<file path="config.mk">
export PLATFORM = sky130hd
export DESIGN_NAME = dacx311_rx_flat
export DESIGN_NICKNAME = d
export VERILOG_FILES = /design/src/rtl/dacx311_rx_if.sv /design/src/rtl/dacx311_rx.sv /design/src/flat_wrapper.sv
export SDC_FILE = /design/constraint.sdc
export NUM_CORES = 1
export LEC_CHECK = 0
export ABC_CLOCK_PERIOD_IN_PS = 1700
export CAP_MARGIN = 20
export CORE_UTILIZATION = 49
export DETAILED_ROUTE_END_ITERATION = 10
export GPL_ROUTABILITY_DRIVEN = 0
export PLACE_DENSITY = 0.81
export SYNTH_ARGS = -nofsm -noshare
export SYNTH_HDL_FRONTEND = slang
export SYNTH_SLANG_ARGS = --single-unit
</file>
<file path="constraint.sdc">
create_clock -name clk -period 1.7 [get_ports clk]
set_input_delay 0.255 -clock clk [delete_from_list [all_inputs] [get_ports clk]]
set_output_delay 0.255 -clock clk [all_outputs]
set_load 0.005 [all_outputs]
</file>
<file path="src/rtl/dacx311_rx_if.sv">
// DACx311 SPI target bus: SPI pins from the master plus decoded frame outputs.
// Optional statistics outputs are present when DACX311_RX_STATS_EN is defined.
interface dacx311_rx_if;
    logic        sclk;
    logic        mosi;
    logic        ss;
    logic [1:0]  pd;
    logic [11:0] data;
    logic        valid;
    logic        err;
    logic        busy;
`ifdef DACX311_RX_STATS_EN
    logic [15:0] frame_cnt;
    logic [7:0]  err_cnt;

    modport master (
        output sclk, mosi, ss,
        input  pd, data, valid, err, busy, frame_cnt, err_cnt
    );
    modport slave (
        input  sclk, mosi, ss,
        output pd, data, valid, err, busy, frame_cnt, err_cnt
    );
`else
    modport master (
        output sclk, mosi, ss,
        input  pd, data, valid, err, busy
    );
    modport slave (
        input  sclk, mosi, ss,
        output pd, data, valid, err, busy
    );
`endif
endinterface

</file>
<file path="src/rtl/dacx311_rx.sv">
// Oversampled SPI target decoding DACx311 frames (PD[1:0], D[11:0], 2 pad bits, MSB first).
// All SPI pins are synchronised into clk; nothing is clocked by sclk.
// Optional: define DACX311_RX_STATS_EN to add frame_cnt / err_cnt outputs.
module dacx311_rx #(
    parameter logic        CPOL        = 1'b0,
    parameter logic        SS          = 1'b1,
    parameter int unsigned SYNC_STAGES = 2
) (
    input logic         clk,
    input logic         reset,
    dacx311_rx_if.slave bus
);

    localparam int unsigned FRAME_BITS = 16;
    localparam int unsigned CNT_W      = 5;
    localparam int unsigned PD_W       = 2;
    localparam int unsigned DATA_W     = 12;

    typedef enum logic [1:0] {
        IDLE  = 2'd0,
        SHIFT = 2'd1,
        DONE  = 2'd2
    } state_t;

    logic [SYNC_STAGES-1:0] sclk_sync;
    logic [SYNC_STAGES-1:0] mosi_sync;
    logic [SYNC_STAGES-1:0] ss_sync;
    logic                   sclk_hist;
    logic                   ss_hist;

    logic sclk_s;
    logic mosi_s;
    logic ss_s;
    logic sample_edge_c;
    logic ss_act_c;
    logic ss_rise_c;

    state_t                  state, state_d;
    logic [CNT_W-1:0]        cnt, cnt_d;
    logic [FRAME_BITS-1:0]   sr, sr_d;
    logic                    ovr, ovr_d;
    logic [PD_W-1:0]         pd_r, pd_d;
    logic [DATA_W-1:0]       data_r, data_d;
    logic                    valid_r, valid_d;
    logic                    err_r, err_d;
    logic                    busy_r, busy_d;
`ifdef DACX311_RX_STATS_EN
    logic [15:0]             frame_cnt_r, frame_cnt_d;
    logic [7:0]              err_cnt_r, err_cnt_d;
`endif

    // Synchronisers; ss resets to its active level so a select already active
    // at reset release is not mistaken for a new frame start.
    always_ff @(posedge clk) begin
        if (reset) begin
            sclk_sync <= {SYNC_STAGES{CPOL}};
            mosi_sync <= '0;
            ss_sync   <= {SYNC_STAGES{SS}};
            sclk_hist <= CPOL;
            ss_hist   <= SS;
        end else begin
            sclk_sync <= {sclk_sync[SYNC_STAGES-2:0], bus.sclk};
            mosi_sync <= {mosi_sync[SYNC_STAGES-2:0], bus.mosi};
            ss_sync   <= {ss_sync[SYNC_STAGES-2:0], bus.ss};
            sclk_hist <= sclk_sync[SYNC_STAGES-1];
            ss_hist   <= ss_sync[SYNC_STAGES-1];
        end
    end

    // Edge and level decode on the synchronised pins (mosi matches sclk latency).
    always_comb begin
        sclk_s        = sclk_sync[SYNC_STAGES-1];
        mosi_s        = mosi_sync[SYNC_STAGES-1];
        ss_s          = ss_sync[SYNC_STAGES-1];
        sample_edge_c = (sclk_hist != CPOL) && (sclk_s == CPOL);
        ss_act_c      = (ss_s == SS);
        ss_rise_c     = ss_act_c && (ss_hist != SS);
    end

    // State and output registers.
    always_ff @(posedge clk) begin
        if (reset) begin
            state   <= IDLE;
            cnt     <= '0;
            sr      <= '0;
            ovr     <= 1'b0;
            pd_r    <= '0;
            data_r  <= '0;
            valid_r <= 1'b0;
            err_r   <= 1'b0;
            busy_r  <= 1'b0;
`ifdef DACX311_RX_STATS_EN
            frame_cnt_r <= '0;
            err_cnt_r   <= '0;
`endif
        end else begin
            state   <= state_d;
            cnt     <= cnt_d;
            sr      <= sr_d;
            ovr     <= ovr_d;
            pd_r    <= pd_d;
            data_r  <= data_d;
            valid_r <= valid_d;
            err_r   <= err_d;
            busy_r  <= busy_d;
`ifdef DACX311_RX_STATS_EN
            frame_cnt_r <= frame_cnt_d;
            err_cnt_r   <= err_cnt_d;
`endif
        end
    end

    // Next-state and next-output logic; ss deassert wins over a coincident edge.
    always_comb begin
        state_d = state;
        cnt_d   = cnt;
        sr_d    = sr;
        ovr_d   = ovr;
        pd_d    = pd_r;
        data_d  = data_r;
        valid_d = 1'b0;
        err_d   = 1'b0;

        case (state)
            IDLE: begin
                if (ss_rise_c) begin
                    state_d = SHIFT;
                    cnt_d   = '0;
                    sr_d    = '0;
                    ovr_d   = 1'b0;
                end
            end
            SHIFT: begin
                if (cnt == CNT_W'(FRAME_BITS)) begin
                    pd_d    = sr[15:14];
                    data_d  = sr[13:2];
                    valid_d = 1'b1;
                    state_d = DONE;
                end else if (!ss_act_c) begin
                    err_d   = (cnt != '0);
                    state_d = IDLE;
                end else if (sample_edge_c) begin
                    sr_d  = {sr[FRAME_BITS-2:0], mosi_s};
                    cnt_d = cnt + CNT_W'(1);
                end
            end
            DONE: begin
                if (!ss_act_c) begin
                    state_d = IDLE;
                end else if (sample_edge_c && !ovr) begin
                    err_d = 1'b1;
                    ovr_d = 1'b1;
                end
            end
            default: begin
                state_d = IDLE;
            end
        endcase

        busy_d = (state_d != IDLE);
    end

`ifdef DACX311_RX_STATS_EN
    // Frame counter wraps; error counter saturates.
    always_comb begin
        frame_cnt_d = frame_cnt_r + 16'(valid_d);
        err_cnt_d   = err_cnt_r;
        if (err_d && (err_cnt_r != 8'hFF)) begin
            err_cnt_d = err_cnt_r + 8'd1;
        end
    end

    assign bus.frame_cnt = frame_cnt_r;
    assign bus.err_cnt   = err_cnt_r;
`endif

    assign bus.pd    = pd_r;
    assign bus.data  = data_r;
    assign bus.valid = valid_r;
    assign bus.err   = err_r;
    assign bus.busy  = busy_r;

endmodule

</file>
<file path="src/flat_wrapper.sv">
// flat-port wrapper written by rule: the top's interface ports become plain ports
module dacx311_rx_flat 
#(
    parameter logic        CPOL        = 1'b0,
    parameter logic        SS          = 1'b1,
    parameter int unsigned SYNC_STAGES = 2
)
  (clk, reset, bus_sclk, bus_mosi, bus_ss, bus_pd, bus_data, bus_valid, bus_err, bus_busy);
  dacx311_rx_if bus_i ();
  input logic clk;
  input logic reset;
  input wire logic [$bits(bus_i.sclk)-1:0] bus_sclk;
  input wire logic [$bits(bus_i.mosi)-1:0] bus_mosi;
  input wire logic [$bits(bus_i.ss)-1:0] bus_ss;
  output wire logic [$bits(bus_i.pd)-1:0] bus_pd;
  output wire logic [$bits(bus_i.data)-1:0] bus_data;
  output wire logic [$bits(bus_i.valid)-1:0] bus_valid;
  output wire logic [$bits(bus_i.err)-1:0] bus_err;
  output wire logic [$bits(bus_i.busy)-1:0] bus_busy;
  assign bus_i.sclk = bus_sclk;
  assign bus_i.mosi = bus_mosi;
  assign bus_i.ss = bus_ss;
  assign bus_pd = bus_i.pd;
  assign bus_data = bus_i.data;
  assign bus_valid = bus_i.valid;
  assign bus_err = bus_i.err;
  assign bus_busy = bus_i.busy;
  dacx311_rx #(.CPOL(CPOL), .SS(SS), .SYNC_STAGES(SYNC_STAGES)) u_core (.clk(clk), .reset(reset), .bus(bus_i));
endmodule
</file>
==> flow_metrics.env <==
export IMPL_status="finished, violations left"
export IMPL_violations="setup timing"
export IMPL_synth_simple_area_share_pct=19.0
export IMPL_final_common_cell="dfxtp_1"
export IMPL_timing_fmax_ghz=0.577
export IMPL_worst_slack_ns=-0.0331
export IMPL_worst_r2r_endpoint="u_core.cnt[2]"
export IMPL_p_int_mw=1.50
export IMPL_ys_flop_type="dfxtp_1"
export IMPL_antenna_cells=0
export IMPL_mostFrequentLayoutCells="dfxtp_1 (46), a21oi_1 (31), nand2_1 (29), clkdlybuf4s50_1 (21)"
export IMPL_multi_input_area_um2=952
export IMPL_fin_nets=269
export IMPL_slew_headroom_pct=72.1
export IMPL_post_route_period_util_pct=102
export IMPL_r2r_slack_ns=-0.03
export IMPL_viasPerCell=5.74
export IMPL_startpoint_type="flop"
export IMPL_vias=1762
export IMPL_critPathLaunch="u_core.cnt[0]"
export IMPL_yosys_register_bits=49
export IMPL_rsz0062_at_grt="true"
export IMPL_grt_usage_pct=22.4
export IMPL_tightest_slew_ns=0.418
export IMPL_min_period_ns=1.73
export IMPL_netlist_area_um2=1950
export IMPL_p_sw_mw=0.469
export IMPL_htree_levels=2
export IMPL_rr_startpoint="u_core.cnt[0]"
export IMPL_grt_pass1_vias=1588
export IMPL_finalHoldViolations=0
export IMPL_p_per_area_nw_per_um2=777
export IMPL_crit_fanout=6
export IMPL_endpoint="u_core.cnt[2]"
export IMPL_totalWireLength_um=4570
export IMPL_synth_cell_type_count=37
export IMPL_synth_adder_area_share_pct=3.85
export IMPL_synth_compound_area_share_pct=20.4
export IMPL_io_pins=22
export IMPL_rr_worst_depth=7
export IMPL_max_vdd_ir_drop_mv=0.623
export IMPL_required_ns=1.90
export IMPL_core_um2=3740
export IMPL_hold_class="reg -> reg"
export IMPL_initial_utilization_pct=52.1
export IMPL_synth_edff_count=0
export IMPL_holdBufCountCts=0
export IMPL_root_buffer="clkbuf_8"
export IMPL_drc=0
export IMPL_cts_tree="built"
export IMPL_grt_pass1_wl_um=7390
export IMPL_synth_xor_area_share_pct=0
export IMPL_slowest_stage="or3b_4"
export IMPL_die_area_um2=4240
export IMPL_design_area_um2=2540
export IMPL_switching_share_pct=23.8
export IMPL_rows=22
export IMPL_portBuffers=21
export IMPL_hpwl_um=2530
export IMPL_cts_sinks=49
export IMPL_die_w_um=65.1
export IMPL_ys_seq_area_share_pct=50.3
export IMPL_setup_viol=3
export IMPL_pwr_share_comb_pct=6.8
export IMPL_synth_fp_nets=233
export IMPL_dr_pass1_iters=4
export IMPL_total_power_mw=1.97
export IMPL_cts_buffers=5
export IMPL_synth_top_family_by_area="compound AO/OA/AOI/OAI gates"
export IMPL_antenna_left=0
export IMPL_drt_wirelength_per_cell_um=14.9
export IMPL_avgSynthCellArea_um2=8.79
export IMPL_cts_buffer_depth=2
export IMPL_synth_async_reset_ratio_pct=0
export IMPL_regArea_um2=987
export IMPL_antenna_found_initial=0
export IMPL_seqPwrFrac_pct=58.8
export IMPL_grt_max_degree=47
export IMPL_final_util_pct=67.8
export IMPL_synth_warnings=0
export IMPL_fillers=303
export IMPL_cap_violations=0
export IMPL_slew_viol_final=0
export IMPL_path_cells="inv_2 -> ha_4 -> or3b_4 -> o21a_4 -> nand4b_1 -> buf_4 -> a2bb2o_4"
export IMPL_fin_skew_ns=0.00567
export IMPL_die_y_um=65.1
export IMPL_drt_iter0_markers=109
export IMPL_muxShareOfSynthArea_pct=1.09
export IMPL_area_growth_pct=30.0
export IMPL_clkPwrFrac_pct=34.4
export IMPL_synthCells=222
export IMPL_cp_arrival_ns=1.94
export IMPL_cts_clk_slew_worst_paths_ns=0.08
export IMPL_placed_area_um2=2300
export IMPL_drive_above_1_share_pct=22.0
export IMPL_p_leak_nw=0.859
export IMPL_grt_overflow=0
export IMPL_slowest_delay_ns=0.38
export IMPL_crit_path_end_kind="flop"
export IMPL_crit_type="reg -> reg"
export IMPL_clk_latency_ns=0.30
## power groups by stage
stage               sequential (mW)  combinational, mW  clock, mW
floorplan                      1.19             0.0699          0
global placement               1.19              0.113          0
detailed placement             1.19              0.114          0
CTS                            1.16              0.123      0.689
global route                   1.16              0.145      0.735
finish                         1.16              0.134      0.679
## state kept, by name, indices dropped and copies added, names as in the netlist, 2 cells and up
register	cells
u_core.bus.data	12
u_core.bus.pd	2
u_core.cnt	5
u_core.mosi_sync	2
u_core.sclk_sync	2
u_core.sr	16
u_core.ss_sync	2
u_core.state	2
## logic make-up (layout without fill, tap and decap cells)
group                      Yosys count  after routing
adders and majority gates            6              6
muxes                                2              2
and+or+nand+nor                     71             71
buffers and inverters               24             61
DFF                                 49             49
AOI/OAI and AO/OA                   70             70
## routing by layer
layer	track usage [%]	wire [um]	vias to the layer above
li1	-	-	858
met1	29.3	1970	831
met2	36.5	2280	64
met3	5.56	246	9
met4	6.79	70	0
met5	0	0	-
## cell usage after synthesis, drive strengths merged (2+ instances only)
cell / instances / area [um2]
o21ai: 23 / 119
nand4: 17 / 106
buf: 6 / 35.0
or2: 3 / 18.8
nor3b: 2 / 15.0
dfxtp: 49 / 981
ha: 6 / 75.1
a311oi: 2 / 17.5
a31oi: 2 / 12.5
nand2: 30 / 113
nor2b: 7 / 43.8
inv: 8 / 30.0
nand2b: 3 / 18.8
a21oi: 33 / 165
nand3: 3 / 15.0
clkbuf: 10 / 38.8
a311o: 2 / 20.0
a211oi: 2 / 15.0
nor2: 2 / 7.51
## layout make-up
type,count,share of cell area (%)
Sequential cell,49,38.9
Tap cell,48,2.37
Inverter,8,1.18
Timing Repair Buffer,45,16.6
Multi-Input combinational cell,149,37.5
Clock inverter,2,0.542
Clock buffer,6,2.86
## critical path, delay by kind of cell, from the launching register on
family	cells	cell delay, ns
buffers and inverters	2	0.23
AOI/OAI and AO/OA	2	0.43
adders and majority gates	1	0.13
DFF	1	0.34
and+or+nand+nor	2	0.51
## worst min path at each step
stage | start | endpoint | slack (ns) | depth (start not counted)
after floorplan | bus_ss | u_core.ss_sync[0] | 0.36 | 1
after global placement | u_core.ss_sync[0] | u_core.ss_sync[1] | 0.40 | 1
after detailed placement | u_core.ss_sync[0] | u_core.ss_sync[1] | 0.40 | 1
after CTS | u_core.ss_sync[0] | u_core.ss_sync[1] | 0.43 | 1
after global routing | u_core.ss_sync[0] | u_core.ss_sync[1] | 0.46 | 1
final | u_core.ss_sync[0] | u_core.ss_sync[1] | 0.42 | 1
## repair_timing
| item | CTS | global route |
|---|---|---|
| hold endpoints to repair | 0 | 0 |
| endpoints found under the setup margin | 25 | 36 |
| setup buffers | 2 | 2 |
| gates resized for setup | 14 | 20 |
| pin swaps | 2 | 8 |
| cloned | 1 | 0 |
## per-stage QoR
| step | hold WS [ns] | cells | TNS, ns | worst slack [ns] |
|---|---|---|---|---|
| 2_1_floorplan | 0.359 | 222 | 0 | 0.000708 |
| 3_3_place_gp | 0.395 | 294 | -0.00376 | -0.00376 |
| 3_5_place_dp | 0.402 | 294 | -0.181 | -0.0867 |
| 4_1_cts | 0.426 | 305 | -0.0125 | -0.0125 |
| 5_1_grt | 0.459 | 307 | -1.36 | -0.103 |
| 6_report | 0.421 | 307 | -0.0507 | -0.0331 |
Note: power is estimated with default switching activity, not from simulation.
